File: src/rtl/axi_pkg.sv
// rtl/axi_pkg.sv - shared AXI write-path types, response codes and widths
package axi_pkg;
    localparam int ID_W   = 4;
    localparam int ADDR_W = 32;
    localparam int DATA_W = 64;
    localparam int STRB_W = 4;
    localparam int LEN_W  = 4;

    typedef enum logic [1:0] {
        BURST_FIXED = 2'b00,
        BURST_INCR  = 2'b01,
        BURST_WRAP  = 2'b10,
        BURST_RSVD  = 2'b11
    } burst_e;

    localparam logic [1:0] RESP_OKAY   = 2'b00;
    localparam logic [1:0] RESP_EXOKAY = 2'b01;
    localparam logic [1:0] RESP_SLVERR = 2'b10;
    localparam logic [1:0] RESP_DECERR = 2'b11;

    typedef enum logic [1:0] {
        ST_IDLE = 2'b00,
        ST_DATA = 2'b01,
        ST_RESP = 2'b10
    } wr_state_e;

    // Severity order DECERR > SLVERR > OKAY falls out of the encodings as a bitwise OR.
    function automatic logic [1:0] resp_merge(input logic [1:0] a, input logic [1:0] b);
        return a | b;
    endfunction
endpackage

File: src/rtl/axi_burst_addr_gen.sv
// rtl/axi_burst_addr_gen.sv - combinational next beat address for FIXED/INCR/WRAP bursts
// Ports: i_addr current beat byte address, i_size log2 bytes per beat, i_len beats minus one,
//        i_burst burst type, o_next_addr byte address of the following beat.
module axi_burst_addr_gen
    import axi_pkg::*;
(
    input  logic [ADDR_W-1:0] i_addr,
    input  logic [2:0]        i_size,
    input  logic [LEN_W-1:0]  i_len,
    input  burst_e            i_burst,
    output logic [ADDR_W-1:0] o_next_addr
);
    logic [ADDR_W-1:0] w_bytes;
    logic [ADDR_W-1:0] w_incr;
    logic [ADDR_W-1:0] w_wrap_mask;

    assign w_bytes     = ADDR_W'(1) << i_size;
    assign w_incr      = i_addr + w_bytes;
    // Wrap window is bytes*(len+1); only meaningful when len+1 is a power of two.
    assign w_wrap_mask = (w_bytes * (ADDR_W'(i_len) + ADDR_W'(1))) - ADDR_W'(1);

    always_comb begin
        o_next_addr = i_addr;
        case (i_burst)
            BURST_FIXED: o_next_addr = i_addr;
            BURST_INCR:  o_next_addr = w_incr;
            BURST_WRAP:  o_next_addr = (i_addr & ~w_wrap_mask) | (w_incr & w_wrap_mask);
            default:     o_next_addr = i_addr;
        endcase
    end
endmodule

File: src/rtl/axi_wr_slave.sv
// rtl/axi_wr_slave.sv - AXI write slave turning one burst at a time into single-beat memory writes
// Ports: aclk/arst clock and sync active-low reset; aw* write address channel; w* write data
//        channel; b* write response channel; mem_* registered word-addressed memory write port.
module axi_wr_slave
    import axi_pkg::*;
#(
    parameter logic [ADDR_W-1:0] ADDR_BASE = 32'h0000_0000,
    parameter int                MEM_AW    = 10
) (
    input  logic              aclk,
    input  logic              arst,
    input  logic [ID_W-1:0]   awid,
    input  logic [ADDR_W-1:0] awaddr,
    input  logic [LEN_W-1:0]  awlen,
    input  logic [2:0]        awsize,
    input  logic [1:0]        awburst,
    input  logic              awvalid,
    output logic              awready,
    input  logic [ID_W-1:0]   wid,
    input  logic [DATA_W-1:0] wdata,
    input  logic [STRB_W-1:0] wstrb,
    input  logic              wlast,
    input  logic              wvalid,
    output logic              wready,
    output logic [ID_W-1:0]   bid,
    output logic [1:0]        bresp,
    output logic              bvalid,
    input  logic              bready,
    output logic              mem_we,
    output logic [MEM_AW-1:0] mem_addr,
    output logic [DATA_W-1:0] mem_wdata,
    output logic [STRB_W-1:0] mem_wmask
);
    localparam logic [ADDR_W:0] MEM_BYTES = 33'd8 << MEM_AW;

    function automatic logic f_in_range(input logic [ADDR_W-1:0] a);
        logic [ADDR_W:0] off;
        off = {1'b0, a} - {1'b0, ADDR_BASE};
        return (a >= ADDR_BASE) && (off < MEM_BYTES);
    endfunction

    wr_state_e         r_state;
    wr_state_e         w_next_state;
    logic [ID_W-1:0]   r_id;
    logic [ADDR_W-1:0] r_addr;
    logic [LEN_W-1:0]  r_len;
    logic [2:0]        r_size;
    burst_e            r_burst;
    logic [LEN_W-1:0]  r_cnt;
    logic [1:0]        r_err;
    // Set when no further beat of this burst may reach memory (capture error or range overflow).
    logic              r_sup;
    logic              r_mem_we;
    logic [MEM_AW-1:0] r_mem_addr;
    logic [DATA_W-1:0] r_mem_wdata;
    logic [STRB_W-1:0] r_mem_wmask;

    logic              w_aw_hs;
    logic              w_w_hs;
    logic              w_b_hs;
    logic              w_last_beat;
    logic              w_aw_decerr;
    logic              w_aw_slverr;
    logic [1:0]        w_aw_err;
    logic              w_id_ok;
    logic              w_beat_in_range;
    logic              w_range_err;
    logic              w_do_write;
    logic [1:0]        w_beat_err;
    logic [ADDR_W-1:0] w_next_addr;

    axi_burst_addr_gen u_addr_gen (
        .i_addr      (r_addr),
        .i_size      (r_size),
        .i_len       (r_len),
        .i_burst     (r_burst),
        .o_next_addr (w_next_addr)
    );

    assign w_aw_hs     = awvalid && awready;
    assign w_w_hs      = wvalid && wready;
    assign w_b_hs      = bvalid && bready;
    assign w_last_beat = (r_cnt == r_len);

    assign w_aw_decerr = !f_in_range(awaddr);
    assign w_aw_slverr = (awsize > 3'd3) || (awburst == BURST_RSVD) ||
                         ((awburst == BURST_WRAP) &&
                          !((awlen == 4'd1) || (awlen == 4'd3) || (awlen == 4'd7) || (awlen == 4'd15)));
    assign w_aw_err    = w_aw_decerr ? RESP_DECERR : (w_aw_slverr ? RESP_SLVERR : RESP_OKAY);

    assign w_id_ok         = (wid == r_id);
    assign w_beat_in_range = f_in_range(r_addr);
    // Only the first beat to leave the window is an overflow; afterwards the burst is already muted.
    assign w_range_err     = !r_sup && !w_beat_in_range;
    assign w_do_write      = w_w_hs && !r_sup && w_beat_in_range && w_id_ok;
    assign w_beat_err      = resp_merge(w_range_err ? RESP_DECERR : RESP_OKAY,
                                        (!w_id_ok || (wlast != w_last_beat)) ? RESP_SLVERR : RESP_OKAY);

    always_ff @(posedge aclk) begin
        if (!arst) begin
            r_state <= ST_IDLE;
        end else begin
            r_state <= w_next_state;
        end
    end

    always_comb begin
        w_next_state = r_state;
        case (r_state)
            ST_IDLE: if (w_aw_hs) w_next_state = ST_DATA;
            ST_DATA: if (w_w_hs && w_last_beat) w_next_state = ST_RESP;
            ST_RESP: if (w_b_hs) w_next_state = ST_IDLE;
            default: w_next_state = ST_IDLE;
        endcase
    end

    always_comb begin
        awready = 1'b0;
        wready  = 1'b0;
        bvalid  = 1'b0;
        case (r_state)
            ST_IDLE: awready = arst;
            ST_DATA: wready  = 1'b1;
            ST_RESP: bvalid  = 1'b1;
            default: ;
        endcase
    end

    always_ff @(posedge aclk) begin
        if (!arst) begin
            r_id        <= '0;
            r_addr      <= '0;
            r_len       <= '0;
            r_size      <= '0;
            r_burst     <= BURST_FIXED;
            r_cnt       <= '0;
            r_err       <= RESP_OKAY;
            r_sup       <= 1'b0;
            r_mem_we    <= 1'b0;
            r_mem_addr  <= '0;
            r_mem_wdata <= '0;
            r_mem_wmask <= '0;
        end else begin
            r_mem_we <= w_do_write;
            if (w_do_write) begin
                r_mem_addr  <= MEM_AW'((r_addr - ADDR_BASE) >> 3);
                r_mem_wdata <= wdata;
                r_mem_wmask <= wstrb;
            end
            if (w_aw_hs) begin
                r_id    <= awid;
                r_addr  <= awaddr;
                r_len   <= awlen;
                r_size  <= awsize;
                r_burst <= burst_e'(awburst);
                r_cnt   <= '0;
                r_err   <= w_aw_err;
                r_sup   <= w_aw_decerr || w_aw_slverr;
            end
            if (w_w_hs) begin
                r_addr <= w_next_addr;
                r_cnt  <= r_cnt + 1'b1;
                r_err  <= resp_merge(r_err, w_beat_err);
                r_sup  <= r_sup | w_range_err;
            end
        end
    end

    assign bid       = r_id;
    assign bresp     = r_err;
    assign mem_we    = r_mem_we;
    assign mem_addr  = r_mem_addr;
    assign mem_wdata = r_mem_wdata;
    assign mem_wmask = r_mem_wmask;
endmodule

File: config.mk
export PLATFORM = sky130hd
export DESIGN_NAME = axi_wr_slave
export DESIGN_NICKNAME = d
export VERILOG_FILES = /design/src/rtl/axi_pkg.sv /design/src/rtl/axi_burst_addr_gen.sv /design/src/rtl/axi_wr_slave.sv
export SDC_FILE = /design/constraint.sdc
export NUM_CORES = 1
export LEC_CHECK = 0
export CAP_MARGIN = 15
export CORE_ASPECT_RATIO = 1.1
export CORE_MARGIN = 1
export CORE_UTILIZATION = 50
export DETAILED_ROUTE_END_ITERATION = 7
export PLACE_DENSITY = 0.86
export SETUP_SLACK_MARGIN = 0.1
export SLEW_MARGIN = 10
export SYNTH_ARGS = -nofsm -noshare
export SYNTH_HDL_FRONTEND = slang
export SYNTH_HIERARCHICAL = 1
export SYNTH_SLANG_ARGS = --single-unit
File: constraint.sdc
create_clock -name aclk -period 5.5 [get_ports aclk]
set_input_delay 1.1 -clock aclk [delete_from_list [all_inputs] [get_ports aclk]]
set_output_delay 1.1 -clock aclk [all_outputs]
set_load 0.03 [all_outputs]
==> run metrics, run 1 <==
status=completed; Crit path required time=5850 ps; grt met2 use=0.523; Setup TNS=0 ps; worst reg2reg setup slack=380 ps; grt met1 use=0.369; Post-synth EDFFs=0; largest net degree at the start of global routing=74; Seq pwr share=0.325; peak supply drop=0.216 mV; Setup WS pre-CTS=249 ps; layout cell share with drive strength beyond 1=0.0598; fill count=approximately 1200; post-synthesis sequential area ratio=0.314; Hold Path Class=reg -> reg; Port Buf Inserts=210; synth unique cells=73; Clock power frac=0.384; vias in the first global route=roughly 8000; placed cell area=10700 um2; net switching power=0.00108 W; first-pass GRT wire length=42500 um; routability cong.=a little over 0.9; Seq. cell area=between 2000 and 3000 um2; area of the multi-input gates=between 5000 and 6000 um2; max_slew headroom=0.283; initial antenna violation count=0; clock sink count=between 100 and 150; Internal=roughly 0.0021 W; sequence of cells on the critical path=or3b_2 > inv_1 > and2_1 > fa_1 > fa_1 > inv_1 > fa_1 > inv_1 > ha_1 > and3_2 > a22oi_2 > a211oi_4 > nor2_1 > ha_1 > a211o_1 > a221oi_1 > a22oi_1 > a21oi_1; Detailed Place HPWL=19100 um; die height=139 um; Area growth syn-to-layout=34.0%; # rows=49; crit end category=register; # H-tree levels=4; drt drc=0; DRT antenna net count=0; drt first-iter violations=714; slowest cell on the critical path=or3b_2; Antenna diodes=0; arrival time worst endpoint=5470 ps; postcts setup bufs=0; Max Slew Vio Count=0; GRT overflow=0; Fmax=roughly 200 MHz; drt via density=approximately 5.8; Combinational Power Share=0.291; Mapped Cells=1018; Die W=126 um; P_leak=4.33 nW; Seq cells post-synth=133; Resize count post-CTS=0; Clock Latency Late Sink=~420 ps; Min Hold Slack=472 ps; clock slew seen by the registers of the worst setup and hold paths=60 ps; core area=16500 um2; IO Pins=approximately 210; Finished Core Util=0.690; Pwr Density=284 nW/um2; Final #Nets=1396; fin crit share=0.931; switching part of the total power=0.334; final setup margin=378 ps; max-cap viol count=0; Design Area, Final=11400 um2; CTS root buffer=clkbuf_16; GR peak layer=met2; Die ar.=17500 um2; slowest cell delay on critical path=520 ps; CTS tree=yes; initial core utilization=0.515; unrepaired setup endpoints after global routing=false; Worst R2R Start=r_size[1]; Post-Syn Area=8490 um2; Final setup viols=0; ys flop type=dfxtp_1; post-cts hold buffer count=0; Final min period=5120 ps; Critical Path Start Type=register; critical path type=reg -> reg; Post-Route WL=26800 um; GR Util All Layers=0.308; hold path startpoint=r_burst[1]; 1st-pass router iterations=5; async set or reset register ratio after synthesis=0; drt wl/cell=18.8 um; syn_area_per_cell=between 8 and 9 um2; YS warnings=6; number of CTS-inserted buffers=17; Synthesized Nets=between 1000 and 1500; GR Util met3=0.0868; worst-margin pin slew=1070 ps; Hold Vio Cnt, Final=0; critical path peak fanout=10; Critical Path Source=r_size[1]; Clock Path Buffers=2; vias=about 8200; Clock Skew=between 10 and 15 ps
-- layout by cell type (no fill, tap or decap), drive strengths merged, types with 7 or more instances in the layout --
master           n
and3             7
nor3            15
nor2            92
o21ai           18
xor2            12
fa              22
inv             93
a31oi           10
nand4           10
o31ai            8
a211oi           8
and2            14
o21a             9
clkdlybuf4s50  209
a21o             7
ha              43
nand2          115
a311oi          14
nor2b           45
nor4            18
nand2b           7
clkbuf          19
dfxtp          133
nand3           33
buf             18
mux2i           78
a22oi           22
a21oi           51
xnor2           15
-- layout make-up --
| cell class | count | share of cell area |
|---|---|---|
| Tap cell | 204 | 0.0224 |
| Sequential cell | 133 | 0.234 |
| Clock inverter | 13 | 0.0161 |
| Clock buffer | 19 | 0.0398 |
| Timing Repair Buffer | 227 | 0.197 |
| Inverter | 85 | 0.0281 |
| Multi-Input combinational cell | 744 | 0.462 |
-- kinds of logic after synthesis --
family,count (synthesis),share of synthesized area
xor+xnor,27,0.0279
mux,78,0.0920
fa+ha+maj,65,0.115
buf+inv,141,0.0697
compound gates,191,0.161
simple gates,383,0.220
flops,133,0.314
-- sequential cells by signal, summed over array words and instances, names as in the netlist --
register / count
r_cnt: 4
mem_wmask: 4
r_burst: 2
mem_we: 1
r_sup: 1
bresp: 2
mem_addr: 10
r_size: 3
r_state: 2
bid: 4
r_len: 4
mem_wdata: 64
r_addr: 32
-- synthesized netlist by cell type (4+ instances only) --
cell type / count / area (um2)
buf_2: 13 / 65.1
a211oi_1: 6 / 45.0
a21oi_1: 51 / 255
and2_1: 14 / 87.6
o21a_1: 9 / 67.6
nand2b_1: 7 / 43.8
nor2_1: 91 / 342
xor2_1: 12 / 105
nand4_1: 10 / 62.6
nor3_1: 15 / 75.1
a311oi_1: 14 / 123
fa_1: 22 / 440
or3_1: 5 / 31.3
a21o_1: 7 / 52.6
nor2b_1: 45 / 282
nand3b_1: 4 / 30.0
o31ai_1: 8 / 60.1
buf_4: 6 / 45.0
a221oi_1: 4 / 35.0
o32ai_1: 4 / 35.0
ha_1: 43 / 538
xnor2_1: 15 / 131
a22oi_1: 21 / 158
mux2i_1: 78 / 781
o21ai_0: 16 / 80.1
nand4b_1: 5 / 43.8
dfxtp_1: 133 / 2660
nor3b_1: 5 / 37.5
nand2_1: 115 / 432
nand3_1: 33 / 165
a31oi_1: 10 / 62.6
nor4_1: 17 / 106
inv_1: 84 / 315
clkbuf_1: 32 / 120
and3_1: 6 / 37.5
-- critical path, delay by kind of cell (launching register included) --
family | cells | cell delay (ps)
buffers and inverters | 3 | 230
AOI/OAI and AO/OA | 6 | 1350
and+or+nand+nor | 4 | 980
adders and majority gates | 5 | 2090
DFF | 1 | 390
-- metrics by stage --
stage               instances  total power [W]
detailed placement       1392          0.00197
CTS                      1424          0.00321
global route             1425          0.00336
finish                   1425          0.00323
global placement         1392          0.00196
floorplan                1018          0.00166
-- metal layers --
layer	wire length [um]	up-vias
met2	13000	403
met1	10500	3841
met4	813	0
met3	2430	47
met5	0	-
li1	-	3940
-- power by group through the flow --
stage,combinational [W],sequential [W],clock (W)
after floorplan,0.000600,0.00106,0
after global placement,0.000894,0.00107,0
after detailed placement,0.000905,0.00107,0
after CTS,0.000914,0.00105,0.00124
after global routing,0.00102,0.00105,0.00129
final,0.000939,0.00105,0.00124
-- worst paths after layout --
path | end | depth (start not counted)
min reg2reg | r_burst[1] | 2
max | r_addr[14] | 18
max reg2reg | r_addr[14] | 18
min | r_burst[1] | 2
No activity file was read; power rests on OpenSTA's default activity.
==> run 2, diff against run 1 <==
--- a/config.mk
+++ b/config.mk
@@ -10,7 +10,8 @@
 export CORE_MARGIN = 1
 export CORE_UTILIZATION = 50
 export DETAILED_ROUTE_END_ITERATION = 7
-export PLACE_DENSITY = 0.86
+export HOLD_SLACK_MARGIN = 0.05
+export PLACE_DENSITY = 0.81
 export SETUP_SLACK_MARGIN = 0.1
 export SLEW_MARGIN = 10
 export SYNTH_ARGS = -nofsm -noshare
==> constraint.sdc (replaced) <==
create_clock -name aclk -period 5.3 [get_ports aclk]
set_input_delay 1.06 -clock aclk [delete_from_list [all_inputs] [get_ports aclk]]
set_output_delay 1.06 -clock aclk [all_outputs]
set_load 0.03 [all_outputs]
==> run 2 against run 1 <==
  * Design area unchanged
  * Clock-buffer cell count unchanged
  * Fmax increased by 3.9%
  * Core utilization unchanged
  * Critical path type unchanged
  * Largest cell class unchanged
==> run metrics, run 2 (synthesis results as in run 1) <==
Setup TNS=0 ps (unchanged); slowest cell delay on critical path=590 ps (+70 ps); Clock Skew=14.5 ps (+0.976 ps); Clock Latency Late Sink=420 ps (about the same); P_leak=4.29 nW (-0.82%); slowest cell on the critical path=fa_1; Antenna diodes=0 (unchanged); Hold Vio Cnt, Final=0 (unchanged); GRT overflow=0 (unchanged); Clock Path Buffers=2 (unchanged); critical path peak fanout=7 (-3); Hold Path Class=reg -> reg; Port Buf Inserts=210 (unchanged); worst-margin pin slew=1150 ps (+70.3 ps); max-cap viol count=0 (unchanged); Final #Nets=1396 (unchanged); crit path buf inv count=3 (unchanged); core area=16500 um2 (unchanged); drt via density=5.78 (+0.12%); arrival time worst endpoint=5200 ps (-270 ps); CP top delay family=adder cells; # rows=49 (unchanged); cell mode on critical path=fa_1; max reg flops=64 (unchanged); drt wl/cell=17.9 um (-4.8%); fill count=1296 (+6.1%); unrepaired setup endpoints after global routing=false; Detailed Place HPWL=18900 um (-1.4%); GR Util All Layers=0.291 (-0.0161); Final min period=4930 ps (-190 ps); Crit path required time=5570 ps (-280 ps); Area growth syn-to-layout=34.0% (unchanged); 1st-pass router iterations=5 (unchanged); placed cell area=10700 um2 (-0.21%); Finished Core Util=0.690 (unchanged); IO Pins=211 (unchanged); first-pass GRT wire length=40500 um (-4.7%); vias in the first global route=7997 (-0.39%); sequence of cells on the critical path=ha_2 > xnor2_4 > buf_4 > nand2b_1 > fa_1 > inv_1 > fa_1 > inv_1 > ha_1 > fa_1 > a21o_1 > a22oi_2 > a211oi_4 > o41a_1 > o41ai_1 > a21oi_1 > a22oi_1 > a21oi_1; Die W=126 um (unchanged); Pwr Density=286 nW/um2 (+0.98%); final setup margin=368 ps (-9.72 ps); most frequent cells in the layout=clkdlybuf4s50_1 (209), dfxtp_1 (129), nand2_1 (115), nor2_1 (90), inv_1 (83); max_slew headroom=0.235 (-0.0487); Fmax=203 MHz (+3.9%); Placed Instances=1389 (-0.22%); Max Slew Vio Count=0 (unchanged); Critical Path Start Type=register; Post-Route WL=25500 um (-4.8%); Die ar.=17500 um2 (unchanged); crit end category=register; clock sink count=133 (unchanged); initial antenna violation count=0 (unchanged); peak supply drop=0.227 mV (+4.9%); critical path type=reg -> reg; layout cell share with drive strength beyond 1=0.0680 (+0.00819); largest net degree at the start of global routing=74 (unchanged); vias=8241 (+0.12%); die height=139 um (unchanged); status=completed; initial core utilization=0.515 (unchanged); routability cong.=0.935 (+1.0%); # H-tree levels=4 (unchanged); commonest non-fill, non-tap cell in the layout=clkdlybuf4s50_1; Design Area, Final=11400 um2 (unchanged); number of CTS-inserted buffers=17 (unchanged); DRT antenna net count=0 (unchanged); Setup WS pre-CTS=14.8 ps (-234 ps); Final Non-Filler Cells=1425 (unchanged); fin crit share=0.931 (about the same); Final setup viols=0 (unchanged); drt first-iter violations=640 (-10%); CTS tree=yes; CTS root buffer=clkbuf_16; drt drc=0 (unchanged); clock slew seen by the registers of the worst setup and hold paths=60 ps (about the same)
==> run 2: final timing paths <==
check             start          to  slack [ps]  cells after the start
min reg2reg  r_burst[0]  r_burst[0]         480                      2
min          r_burst[0]  r_burst[0]         480                      2
max reg2reg    r_len[1]  r_addr[26]         370                     18
max            r_len[1]  r_addr[26]         370                     18
==> run 2: report_power, final <==
group | total (W) | internal (W) | switching [W]
logic | 0.00103 | 0.000444 | 0.000586
registers | 0.00109 | 0.00104 | 0.0000482
clock network | 0.00114 | 0.000676 | 0.000464
==> run 2: worst min-delay path: cells and delay by family, from the launching register on <==
kind / cells / cell delay (ps)
flip-flops: 1 / 320
AND/OR/NAND/NOR: 2 / 110
==> run 2: layout make-up <==
| cell class | instances | area (um2) | area share |
|---|---|---|---|
| well taps | 204 | 255 | 0.0224 |
| clock buffers | 19 | 453 | 0.0398 |
| inverters | 85 | 319 | 0.0281 |
| flip-flops and latches | 133 | 2670 | 0.235 |
| repair buffers | 227 | 2240 | 0.197 |
| multi-input cells | 744 | 5320 | 0.467 |
| clock inverters | 13 | 121 | 0.0107 |
==> run 2: metrics by stage <==
| step | power (W) | hold WS, ps |
|---|---|---|
| detailed placement | 0.00206 | 471 |
| finish | 0.00326 | 477 |
| floorplan | 0.00173 | 431 |
| CTS | 0.00321 | 479 |
| global route | 0.00340 | 505 |
| global placement | 0.00204 | 463 |
==> run 2: layer usage <==
layer / track usage / part of all wire
met5: 0 / 0
met4: 0.0932 / 0.023
met3: 0.0961 / 0.10
met2: 0.502 / 0.49
met1: 0.340 / 0.38
==> run 2: repair_timing <==
item | in CTS | in global routing
hold buffers | 0 | 0
gates resized for setup | 1 | 17
pin swaps | 0 | 3
buffers inserted | 0 | 4
endpoints found under the setup margin | 2 | 19
==> run 3, diff against run 2 <==
--- a/config.mk
+++ b/config.mk
@@ -9,7 +9,9 @@
 export CORE_ASPECT_RATIO = 1.1
 export CORE_MARGIN = 1
 export CORE_UTILIZATION = 50
+export CTS_BUF_LIST = sky130_fd_sc_hd__clkbuf_16
 export DETAILED_ROUTE_END_ITERATION = 7
+export GPL_ROUTABILITY_DRIVEN = 0
 export HOLD_SLACK_MARGIN = 0.05
 export PLACE_DENSITY = 0.81
 export SETUP_SLACK_MARGIN = 0.1
==> run 3 against run 2 <==
  * Flip-flop and latch count is the same
  * Routed wire length rose by 0.33%
  * Clock skew decreased by 3.9 ps
  * Clock-buffer cell count decreased by 2
  * Fmax decreased by 0.77%
  * Critical endpoint is now r_addr[18]
==> run metrics, run 3 (synthesis results as in run 1) <==
clock sink count=133 (unchanged); max reg flops=64 (unchanged); crit end category=register; Hold Vio Cnt, Final=0 (unchanged); number of CTS-inserted buffers=17 (unchanged); drt via density=5.80 (+0.21%); max_slew headroom=0.228 (-0.00657); Final min period=4970 ps (+38.3 ps); # rows=49 (unchanged); # H-tree levels=4 (unchanged); largest net degree at the start of global routing=74 (unchanged); vias=8258 (+0.21%); Pwr Density=290 nW/um2 (+1.3%); vias in the first global route=8075 (+0.98%); CTS root buffer=clkbuf_16; Design Area, Final=11400 um2 (+0.16%); Die W=126 um (unchanged); clock slew seen by the registers of the worst setup and hold paths=60 ps (about the same); CTS tree=yes; critical path peak fanout=8 (+1); P_leak=4.31 nW (+0.29%); Die ar.=17500 um2 (unchanged); die height=139 um (unchanged); IO Pins=211 (unchanged); drt first-iter violations=707 (+10%); Antenna diodes=0 (unchanged); peak supply drop=0.220 mV (-3.2%); arrival time worst endpoint=5240 ps (+40 ps); Min Hold Slack=476 ps (-0.455 ps); Port Buf Inserts=210 (unchanged); Clock Latency Late Sink=420 ps (about the same); most frequent cells in the layout=clkdlybuf4s50_1 (209), dfxtp_1 (130), nand2_1 (115), nor2_1 (90), inv_1 (83); first-pass GRT wire length=40000 um (-1.2%); critical path type=reg -> reg; Detailed Place HPWL=18800 um (-0.59%); DRT antenna net count=0 (unchanged); Hold Path Class=reg -> reg; area of the multi-input gates=5310 um2 (-0.12%); fin crit share=0.938 (+0.00723); layout cell share with drive strength beyond 1=0.0663 (-0.00164); Post-Route WL=25600 um (+0.33%); Area growth syn-to-layout=34.2%; GRT overflow=0 (unchanged); Max Slew Vio Count=0 (unchanged); Crit path required time=5570 ps (about the same); Clock Skew=10.5 ps (-3.95 ps); fill count=1264 (-2.5%); Final #Nets=1396 (unchanged); Setup TNS=0 ps (unchanged); worst-margin pin slew=1160 ps (+12.6 ps); drt drc=0 (unchanged); drt wl/cell=17.9 um (+0.33%); Clock Path Buffers=2 (unchanged); initial antenna violation count=0 (unchanged); Final setup viols=0 (unchanged); worst reg2reg setup slack=330 ps (-40 ps); Finished Core Util=0.691 (+0.00114); initial core utilization=0.515 (unchanged); Critical Path Start Type=register; Seq. cell area=2670 um2 (about the same); Fmax=201 MHz (-0.77%); placed cell area=10700 um2 (+0.14%); max-cap viol count=0 (unchanged); GR Util All Layers=0.288 (-0.00354); commonest non-fill, non-tap cell in the layout=clkdlybuf4s50_1; core area=16500 um2 (unchanged); 1st-pass router iterations=6 (+1); status=completed; unrepaired setup endpoints after global routing=false; post-cts hold buffer count=0 (unchanged)
[run 3: area by class of cell]
| type | count | share of cell area |
|---|---|---|
| multi-input combinational | 744 | 0.466 |
| sequential | 133 | 0.234 |
| timing repair buffer | 227 | 0.196 |
| clock buffer | 17 | 0.0373 |
| inverter | 85 | 0.0280 |
| tap | 204 | 0.0224 |
| clock inverter | 15 | 0.0154 |
[run 3: layer usage]
metal,vias up,global-route usage,part of all wire
met5,-,0,0
met4,0,0.116,0.031
met3,61,0.0972,0.096
met2,380,0.501,0.49
met1,3894,0.321,0.38
li1,3923,-,-
[run 3: path summary, 6_finish.rpt]
kind,depth (start not counted),start,endpoint
max,17,r_len[1],r_addr[18]
min,2,r_burst[0],r_burst[0]
max reg2reg,17,r_len[1],r_addr[18]
min reg2reg,2,r_burst[0],r_burst[0]
[run 3: power breakdown]
part	switching (W)	leakage, nW	internal (W)
Clock	0.000463	0.290	0.000742
Sequential	0.0000497	1.08	0.00104
Combinational	0.000579	2.94	0.000431
Total	0.00109	4.31	0.00221
[run 3: timing repair]
action                                  in CTS  in global routing
pin swaps                                    0                  6
gates resized for setup                      2                 16
endpoints found under the setup margin       7                 23
setup buffers                                0                  2
[run 3: through the flow]
step           setup slack [ps]  total power (W)  cells
2_1_floorplan               487          0.00173   1018
3_3_place_gp                193          0.00203   1391
3_5_place_dp              -25.5          0.00205   1391
4_1_cts                     126          0.00326   1423
5_1_grt                    86.3          0.00345   1425
6_report                    330          0.00330   1425
[run 3: critical path, stage by stage (launching register included)]
cell and delay (ps):
dfxtp_1 350, ha_2 220, xnor2_4 290, nor2_1 110, fa_1 520, fa_1 500
inv_1 50, fa_1 520, inv_1 40, ha_1 350, and3_2 240, a22oi_2 220
a211oi_4 120, o41a_1 560, o31ai_1 290, a21oi_1 110, a22oi_1 230, a21oi_1 90
